**src/rtl/sfp_sum_link.sv**
```systemverilog
// Receive-side partial-sum link: pops one remote row sum per request
// and holds it on sum_in until the local divide step consumes it.
module sfp_sum_link #(
  parameter int bw      = 8,
  parameter int bw_psum = 2*bw+4,
  parameter int sum_bw  = bw_psum+4,
  parameter int depth   = 16
) (
  input  logic              clk,
  input  logic              reset,
  input  logic              remote_wr,
  output logic              fifo_ext_rd,
  input  logic [sum_bw-1:0] sum_remote,
  input  logic              req,
  input  logic              consume,
  output logic [sum_bw-1:0] sum_in,
  output logic              sum_vld,
  output logic [4:0]        credit,
  output logic [15:0]       rows,
  output logic              err_ovf,
  output logic              err_req
);

  typedef enum logic [1:0] {
    IDLE,
    WAIT,
    POP,
    CAP
  } state_t;

  localparam logic [4:0] full = 5'(depth);

  state_t state;
  logic   pop;
  logic   at_full;

  assign pop     = (state == POP);
  assign at_full = (credit == full);

  // Pop strobe is gated by reset so a pop never leaks out of a reset cycle.
  assign fifo_ext_rd = pop & reset;

  always_ff @(posedge clk) begin
    if (!reset) begin
      state   <= IDLE;
      sum_in  <= '0;
      sum_vld <= 1'b0;
      credit  <= '0;
      rows    <= '0;
      err_ovf <= 1'b0;
      err_req <= 1'b0;
    end else begin
      unique case (state)
        IDLE: begin
          if (req) begin
            if (sum_vld)
              err_req <= 1'b1;
            else if (credit != '0)
              state <= POP;
            else
              state <= WAIT;
          end
        end
        WAIT: begin
          if (req)
            err_req <= 1'b1;
          // A write arriving now is credit by the time POP runs.
          if (credit != '0 || remote_wr)
            state <= POP;
        end
        POP: begin
          if (req)
            err_req <= 1'b1;
          state <= CAP;
        end
        CAP: begin
          if (req)
            err_req <= 1'b1;
          sum_in <= sum_remote;
          rows   <= rows + 16'd1;
          state  <= IDLE;
        end
        default: state <= IDLE;
      endcase

      if (state == CAP)
        sum_vld <= 1'b1;
      else if (consume)
        sum_vld <= 1'b0;

      if (remote_wr && at_full)
        err_ovf <= 1'b1;

      if (remote_wr && !pop && !at_full)
        credit <= credit + 5'd1;
      else if (!remote_wr && pop)
        credit <= credit - 5'd1;
    end
  end

endmodule

```
**config.mk**
```make
export PLATFORM = sky130hd
export DESIGN_NAME = sfp_sum_link
export DESIGN_NICKNAME = d
export VERILOG_FILES = /design/src/rtl/sfp_sum_link.sv
export SDC_FILE = /design/constraint.sdc
export NUM_CORES = 1
export LEC_CHECK = 0
export ABC_AREA = 1
export ABC_CLOCK_PERIOD_IN_PS = 2400
export CORE_MARGIN = 2
export CORE_UTILIZATION = 45
export CTS_CLUSTER_DIAMETER = 120
export DETAILED_ROUTE_END_ITERATION = 16
export PLACE_DENSITY = 0.77
export SETUP_SLACK_MARGIN = 0.1
export SLEW_MARGIN = 20
export SYNTH_ARGS = -nofsm -noshare
export SYNTH_HDL_FRONTEND = slang
export SYNTH_SLANG_ARGS = --single-unit
export TNS_END_PERCENT = 10
```
**constraint.sdc**
```tcl
create_clock -name clk -period 2.4 [get_ports clk]
set_input_delay 0.48 -clock clk [delete_from_list [all_inputs] [get_ports clk]]
set_output_delay 0.48 -clock clk [all_outputs]
set_load 0.1 [all_outputs]
```
# --- After elaboration in Yosys (flattened, before gate mapping) ---
# Index checks and enable logic that the tools add are counted.
# W data, S select, Z words.
classes:
  n_lt_le_gt_ge: 0
  addsub: 3
  bitwise: 1
  reduce_logical: 15
  muxes: 13
  div_mod_pow: 0
  shift: 0
  n_eq_ne: 9
  mul: 0
op_table:
  columns: ["op", "count"]
  rows:
  - ["$add A16 B1 Y16 const B", 1]
  - ["$mux W5", 2]
  - ["$mux W2", 4]
  - ["$ne A2 B2 Y1 const B", 4]
  - ["$pmux W2 S4", 1]
  - ["$reduce_and A3 Y1", 2]
  - ["$add A5 B1 Y5 const B", 1]
  - ["$eq A5 B5 Y1 const B", 1]
  - ["$mux W1", 5]
  - ["$reduce_bool A5 Y1", 1]
  - ["$sub A5 B1 Y5 const B", 1]
  - ["$eq A2 B2 Y1 const B", 2]
  - ["$logic_and A1 B1 Y1", 4]
  - ["$reduce_bool A2 Y1", 2]
  - ["$logic_not A1 Y1", 3]
  - ["$reduce_or A3 Y1", 1]
  - ["$eq A2 B1 Y1 const B", 1]
  - ["$logic_not A2 Y1", 1]
  - ["$ne A2 B1 Y1 const B", 1]
  - ["$pmux W1 S2", 1]
  - ["$and A1 B1 Y1", 1]
  - ["$logic_or A1 B1 Y1", 1]
totals:
  latchBits: 0
  wordCells: 48
  out_inout_bits: 49
  memories: 0
  mem_bits_ro: 0
  ram_bits: 0
  regBits: 50
  inputBits: 29

# --- Longest topological paths before layout ---
# Gate-level depths: netlist (run 1).
depth:
  depth_word: 5
  ltp_mapped: 11
  ltp_nobuf: 11

# --- Worst setup path before layout (run 1) ---
# OpenSTA, ideal clock, no wires.
synth_timing:
  path_type: "flip-flop to flip-flop"
  startpoint: "register credit[0]"
  endpoint: "register credit[4]"
  setup_slack_ps: -5
  arrival_ps: 2286
  n_path_buf: 0
  stages_incl_launch_ff: 11
  t_required_ps: 2281
  synth_period_minus_slack_ps: 2405
  path_cell_list: "dfxtp_1 nor2_1 nand3_1 nand2_2 fa_1 nand3_1 nand2_1 nand2_1 nand3_1 nand2_1 nor2_1"
synth_between:
  elab_chain_len: 4
  word_cells_on_any_way: 8
  cone_classes: "add/sub (2); eq/ne (1); mux (2); reduce/logical (3)"
synth_lines:
  columns: ["element", "line_no", "source"]
  rows:
  - ["start: declaration", "18", "output logic [4:0] credit,"]
  - ["start signal: assignment", "95", "credit <= credit + 5'd1;"]
  - ["start signal: assignment", "97", "credit <= credit - 5'd1;"]
  - ["branches (longest 4 deep; another with $sub A5 B1 Y5)", null, null]
# Several ways; the timed one is not identified. The select of a mux whose other input is x is not followed.
# A chain may end at the register's enable or synchronous reset.

# --- Final worst setup path (run 1) ---
layout_timing:
  startpoint: "register state[0]"
  endpoint: "register credit[3]"
layout_between:
  elab_chain_len: 5
  word_cells_on_any_way: 7
  cone_classes: "eq/ne (1); mux (1); reduce/logical (5)"
layout_lines:
  columns: ["element", "line_no", "source"]
  rows:
  - ["start: declaration", "33", "state_t state;"]
  - ["start signal: assignment", "45", "state <= IDLE;"]
  - ["start signal: assignment", "59", "state <= POP;"]
  - ["start signal: assignment", "61", "state <= WAIT;"]
  - ["$eq A2 B2 Y1 (*)", "37", "assign pop = (state == POP);"]
  - ["$logic_not A1 Y1", "94", "if (remote_wr && !pop && !at_full)"]
  - ["$logic_and A1 B1 Y1 (2 in a row)", "94", null]
  - ["$mux W5 / $reduce_bool A2 Y1 (equally long branches)", null, null]
# Mark *: on every way between the ends. The rest lies on a longest branch, timed or not.

==> results of run 1 <==
[report_power, final]
| part | switching [mW] | total, mW | internal (mW) |
|---|---|---|---|
| Sequential | 0.117 | 1.10 | 0.982 |
| Clock | 0.278 | 0.585 | 0.307 |
| Combinational | 1.49 | 1.99 | 0.501 |
[sequential cells by signal, indices dropped and copies added, names as in the netlist]
signal / count
sum_in: 24
credit: 5
err_req: 1
sum_vld: 1
state: 2
err_ovf: 1
rows: 16
[cell families after synthesis]
kind of cell,count (synthesis),share of synthesized area [%]
simple gates,163,31.69
compound gates,51,11.46
flops,50,43.86
buf+inv,34,6.415
fa+ha+maj,10,5.812
xor+xnor,2,0.7677
[through the flow]
stage	hold WS (ps)	instance area, µm²
2_1_floorplan	497.3	2287
3_3_place_gp	455.0	2992
3_5_place_dp	452.3	2992
4_1_cts	466.5	3100
5_1_grt	506.7	3100
6_report	463.1	3100
[layout make-up]
class                           count  area share, %
Clock inverter                      3          1.291
Tap cell                           67          2.704
Inverter                           23          2.946
Sequential cell                    50          32.45
Clock buffer                        5          2.220
Multi-Input combinational cell    226          36.60
Timing Repair Buffer               79          21.79
[critical path: stages (launching register included)]
cell	delay [ps]
dfxtp_1	370
inv_1	100
ha_1	260
nor2_1	140
nand2_2	130
ha_1	360
a21oi_1	210
nand2_1	70
nand2_1	60
nand2_1	40
nor2_1	90
nor2_1	50
[layout by cell type, fill, tap and decap left out, drive strengths merged, types with 2 or more instances in the layout]
cell type / count
nor2: 96
buf: 51
dfxtp: 50
nand2: 45
o21ai: 32
clkdlybuf4s50: 28
inv: 23
nand3: 16
a21oi: 16
ha: 9
clkbuf: 5
nor3: 2
clkinv: 2
[metal layers]
metal	up-vias	track usage (%)
met5	-	0
met4	0	4.678
met3	5	5.489
met2	55	30.99
met1	972	25.10
li1	1141	-
[worst min-delay path by stage]
| stage | startpoint | end | slack (ps) |
|---|---|---|---|
| 5_1_grt | err_req | err_req | 510 |
| 4_1_cts | err_req | err_req | 470 |
| 3_5_place_dp | err_req | err_req | 450 |
| 2_1_floorplan | state[1] | state[1] | 500 |
| 6_report | err_req | err_req | 460 |
| 3_3_place_gp | err_req | err_req | 460 |
==> flow_metrics.env, run 1 <==
export IMPL_synth_area_leaders="dfxtp_1 44%, nor2_1 14%, nand2_1 6.3%, o21ai_0 5.0%, ha_1 4.9%"
export IMPL_placedCellCount=445
export IMPL_cp_max_fo=6
export IMPL_synth_most_common_cell="nor2_1"
export IMPL_ff2ff_path_depth=11
export IMPL_cts_resized=0
export IMPL_h_tree_depth=2
export IMPL_dp_slack_ps=189.5
export IMPL_wl_met2_um=2369
export IMPL_synthArstFlopShare_pct=0
export IMPL_fmax_mhz=504.6
export IMPL_netlist_area_leader_share_pct=43.86
export IMPL_start_kind="register"
export IMPL_clock_latency_ps=300
export IMPL_fin_crit_ps=1982
export IMPL_drtAntennaViolNets=0
export IMPL_hp_class="register to register"
export IMPL_regArea_um2=1006
export IMPL_wl_met1_um=2383
export IMPL_wl_met3_um=371
export IMPL_cp_end_kind="register"
export IMPL_yosys_warnings=0
export IMPL_wl_um=5162
export IMPL_vdd_drop_max_mv=0.6577
export IMPL_reg2reg_slack_ps=420
export IMPL_p_leak_nw=1.482
export IMPL_cts_tree="done"
export IMPL_setup_tns_ps=0
export IMPL_die_area_um2=5657
export IMPL_setup_viol=0
export IMPL_first_global_vias=1963
export IMPL_fin_util_pct=64.36
export IMPL_synth_seq_cells=50
export IMPL_die_h_um=75.22
export IMPL_required_ps=2600
export IMPL_routed_top_layer="met4"
export IMPL_grt_usage_pct=19.06
export IMPL_cap_violations=0
export IMPL_synthCells=310
export IMPL_reg2reg_from="state[0]"
export IMPL_drc=0
export IMPL_io_pin_count=78
export IMPL_outcome="complete, no violations"
export IMPL_nNetsFinal=424
export IMPL_worstSetupPathType="register to register"
export IMPL_worst_setup_hold_path_clk_slew_ps=90
export IMPL_grt_pass1_wl_um=8597
export IMPL_diodes=0
export IMPL_slew_viol_final=0
export IMPL_cts_sinks=50
export IMPL_overflow=0
export IMPL_tightest_slew_ps=525.6
export IMPL_netlist_area_um2=2282
export IMPL_cts_setup_buffers=0
export IMPL_drive_gt1_share_pct=22.02
export IMPL_clockBufferDepth=2
export IMPL_start_util_pct=47.38
export IMPL_multi_input_area_um2=1135
export IMPL_yosys_top_cells_count="87 x nor2_1, 50 x dfxtp_1, 38 x nand2_1"
export IMPL_portBuffers=77
export IMPL_timing_slew_headroom_pct=64.96
export IMPL_first_pass_iters=6
export IMPL_vias=2173
export IMPL_crit_start="state[0]"
export IMPL_hold_depth=2
export IMPL_syn_to_final_growth_pct=35.86
export IMPL_dp_hpwl_um=3701
export IMPL_powerDensity_nw_per_um2=1186
export IMPL_viasPerCell=4.797
export IMPL_gp_congestion=0.8232
export IMPL_synth_nets=349
export IMPL_ys_seq_area_share_pct=43.86
export IMPL_final_fill_count=458
export IMPL_cts_made_buffers=5
export IMPL_wl_per_cell_um=11.40
export IMPL_avgSynthCellArea_um2=7.362
export IMPL_worst_slack_ps=418.4
export IMPL_finalHoldViolCount=0
export IMPL_power_mw=3.679
export IMPL_clockRootBuffer="clkbuf_8"
export IMPL_worstReg2RegEnd="credit[3]"
export IMPL_holdBufCountCts=0
export IMPL_antenna_found_initial=0
export IMPL_instances_no_fill=453
export IMPL_grt_max_degree=45
export IMPL_drt_initial_drc_count=107
export IMPL_synthFlopType="dfxtp_1"
export IMPL_critPathCapture="credit[3]"
export IMPL_synth_edff_count=0
export IMPL_rsz0062_at_grt="no"
export IMPL_synth_top_area_cell="dfxtp_1"
export IMPL_core_rowCount=25
export IMPL_ys_types=31
export IMPL_cp_arrival_ps=2180
export IMPL_core_area_um2=4817
export IMPL_die_width_um=75.22
export IMPL_post_route_period_util_pct=82.57
export IMPL_finClkSkew_ps=8.133
(Power assumes the default switching activity.)
==> inputs of run 2 (changes only) <==
--- a/config.mk
+++ b/config.mk
@@ -6,7 +6,7 @@
 export NUM_CORES = 1
 export LEC_CHECK = 0
 export ABC_AREA = 1
-export ABC_CLOCK_PERIOD_IN_PS = 2400
+export ABC_CLOCK_PERIOD_IN_PS = 1850
 export CORE_MARGIN = 2
 export CORE_UTILIZATION = 45
 export CTS_CLUSTER_DIAMETER = 120
==> constraint.sdc (replaced) <==
create_clock -name clk -period 1.85 [get_ports clk]
set_input_delay 0.37 -clock clk [delete_from_list [all_inputs] [get_ports clk]]
set_output_delay 0.37 -clock clk [all_outputs]
set_load 0.1 [all_outputs]
==> run 2 against run 1 <==
  * Global-route usage up 1.8 points
  * Die area unchanged
  * Register-to-register slack lost 280 ps
  * Routed wire length grew 13%
  * Sequential power increased by 40%
  * Hold slack better by 35 ps
  * First-iteration DRC count grew 40%
==> flow_metrics.env, run 2 (same netlist as run 1, synthesis figures left out) <==
export IMPL_portBuffers=77
export IMPL_cp_end_kind="output pin"
export IMPL_cp_arrival_ps=1350
export IMPL_rsz0062_at_grt="yes"
export IMPL_start_kind="register"
export IMPL_first_global_vias=2141
export IMPL_setup_viol=0
export IMPL_p_leak_nw=1.637
export IMPL_viasPerCell=4.983
export IMPL_drc=0
export IMPL_h_tree_depth=2
export IMPL_syn_to_final_growth_pct=62.39
export IMPL_vias=2302
export IMPL_first_pass_iters=4
export IMPL_final_area_um2=3706
export IMPL_diodes=0
export IMPL_drive_gt1_share_pct=29.87
export IMPL_cap_violations=0
export IMPL_slowest_delay_ps=330
export IMPL_powerDensity_nw_per_um2=1456
export IMPL_cts_tree="done"
export IMPL_layout_common_cells="84 x nor2_1, 38 x nand2_1, 37 x buf_12"
export IMPL_core_area_um2=4817
export IMPL_fmax_mhz=580.6
export IMPL_vdd_drop_max_mv=0.9474
export IMPL_cp_max_fo=3
export IMPL_grt_usage_pct=20.89
export IMPL_largestRegisters="sum_in (24), rows (16), credit (5)"
export IMPL_dp_hpwl_um=4140
export IMPL_multi_input_area_um2=1210
export IMPL_fin_crit_ps=1722
export IMPL_outcome="complete, no violations"
export IMPL_largest_register_ffs=24
export IMPL_gp_congestion=0.7644
export IMPL_crit_path_cell_trace="inv_1 > ha_4 > buf_4 > nand2_1 > inv_1 > buf_12"
export IMPL_clock_latency_ps=300
export IMPL_grt_pass1_wl_um=9135
export IMPL_cts_sinks=50
export IMPL_die_h_um=75.22
export IMPL_hold_slack_ps=497.7
export IMPL_holdBufCountCts=0
export IMPL_finClkSkew_ps=6.995
export IMPL_cp_num_cells=6
export IMPL_start_util_pct=47.38
export IMPL_wl_um=5849
export IMPL_grt_max_degree=45
export IMPL_post_route_period_util_pct=93.10
export IMPL_required_ps=1480
export IMPL_hp_class="register to register"
export IMPL_clockRootBuffer="clkbuf_8"
export IMPL_slew_viol_final=0
export IMPL_power_mw=5.396
export IMPL_hold_depth=2
export IMPL_wl_per_cell_um=12.66
export IMPL_tightest_slew_ps=282.2
export IMPL_cts_made_buffers=5
export IMPL_drtAntennaViolNets=0
export IMPL_die_area_um2=5657
export IMPL_ff2ff_path_depth=9
export IMPL_final_fill_count=341
export IMPL_io_pin_count=78
export IMPL_finalHoldViolCount=0
export IMPL_timing_slew_headroom_pct=81.34
export IMPL_mostFrequentLayoutCell="nor2_1"
export IMPL_nNetsFinal=433
export IMPL_cp_common_cell="inv_1"
export IMPL_top_register="sum_in"
export IMPL_die_width_um=75.22
export IMPL_regArea_um2=1036
export IMPL_slowest_stage="dfxtp_2"
export IMPL_dpl_instance_area_um2=3532
export IMPL_worst_setup_hold_path_clk_slew_ps=90
export IMPL_core_rowCount=25
export IMPL_overflow=0
export IMPL_drt_initial_drc_count=150
export IMPL_crit_family="buffers and inverters"
export IMPL_antenna_found_initial=0
export IMPL_worstSetupPathType="register to output pin"
export IMPL_clockBufferDepth=2
export IMPL_cp_buffers_inverters=4
[run 2: changes by cell type in the layout (fill, tap and decap cells not counted), sizes merged]
cell / previous run / this run
bufinv: 1 / 0
clkinv: 2 / 1
clkbuf: 5 / 7
buf: 51 / 60
[run 2: metal layers]
metal / global-route usage (%) / vias up / share of wire (%) / wire length, µm
met5: 0 / - / 0 / 0
met4: 3.704 / 0 / 0.44 / 26
met3: 10.04 / 4 / 8.5 / 498
met2: 35.48 / 71 / 48 / 2817
met1: 24.40 / 1068 / 43 / 2507
li1: - / 1159 / - / -
[run 2: per-stage QoR]
step	setup TNS, ps	setup WS [ps]	utilization [%]	std cells
floorplan	0	78.94	-	310
global placement	-365.6	-133.7	73.32	453
detailed placement	-522.2	-192.6	73.32	453
CTS	0	96.04	76.16	462
global route	0	57.78	76.94	462
finish	0	127.7	76.94	462
[run 2: cell type report]
type | count | area share, %
multi-input combinational | 226 | 32.65
timing repair buffer | 88 | 32.21
sequential | 50 | 27.95
inverter | 23 | 2.465
clock buffer | 7 | 2.330
tap | 67 | 2.262
clock inverter | 1 | 0.1350
[run 2: tightest hold or removal path: cells and delay by family (launching register included)]
kind,cells,cell delay (ps)
AOI/OAI and AO/OA,1,50
buffers and inverters,1,60
DFF,1,340
[run 2: power breakdown]
group / leakage (nW) / total, mW / switching, mW / internal, mW
registers: 0.416 / 1.54 / 0.237 / 1.30
logic: 1.17 / 3.21 / 2.08 / 1.13
clock network: 0.0482 / 0.651 / 0.349 / 0.303
total: 1.64 / 5.40 / 2.66 / 2.73
[run 2: worst paths after layout]
path,startpoint,to,slack (ps)
max,state[0],fifo_ext_rd,130
min,err_req,err_req,500
max reg2reg,state[0],credit[4],140
min reg2reg,err_req,err_req,500
[run 2: what timing repair did]
| item | CTS | global route |
|---|---|---|
| pin swaps | 4 | 1 |
| gates resized for setup | 6 | 9 |
| buffers inserted | 1 | 0 |
| endpoints found under the setup margin | 4 | 4 |
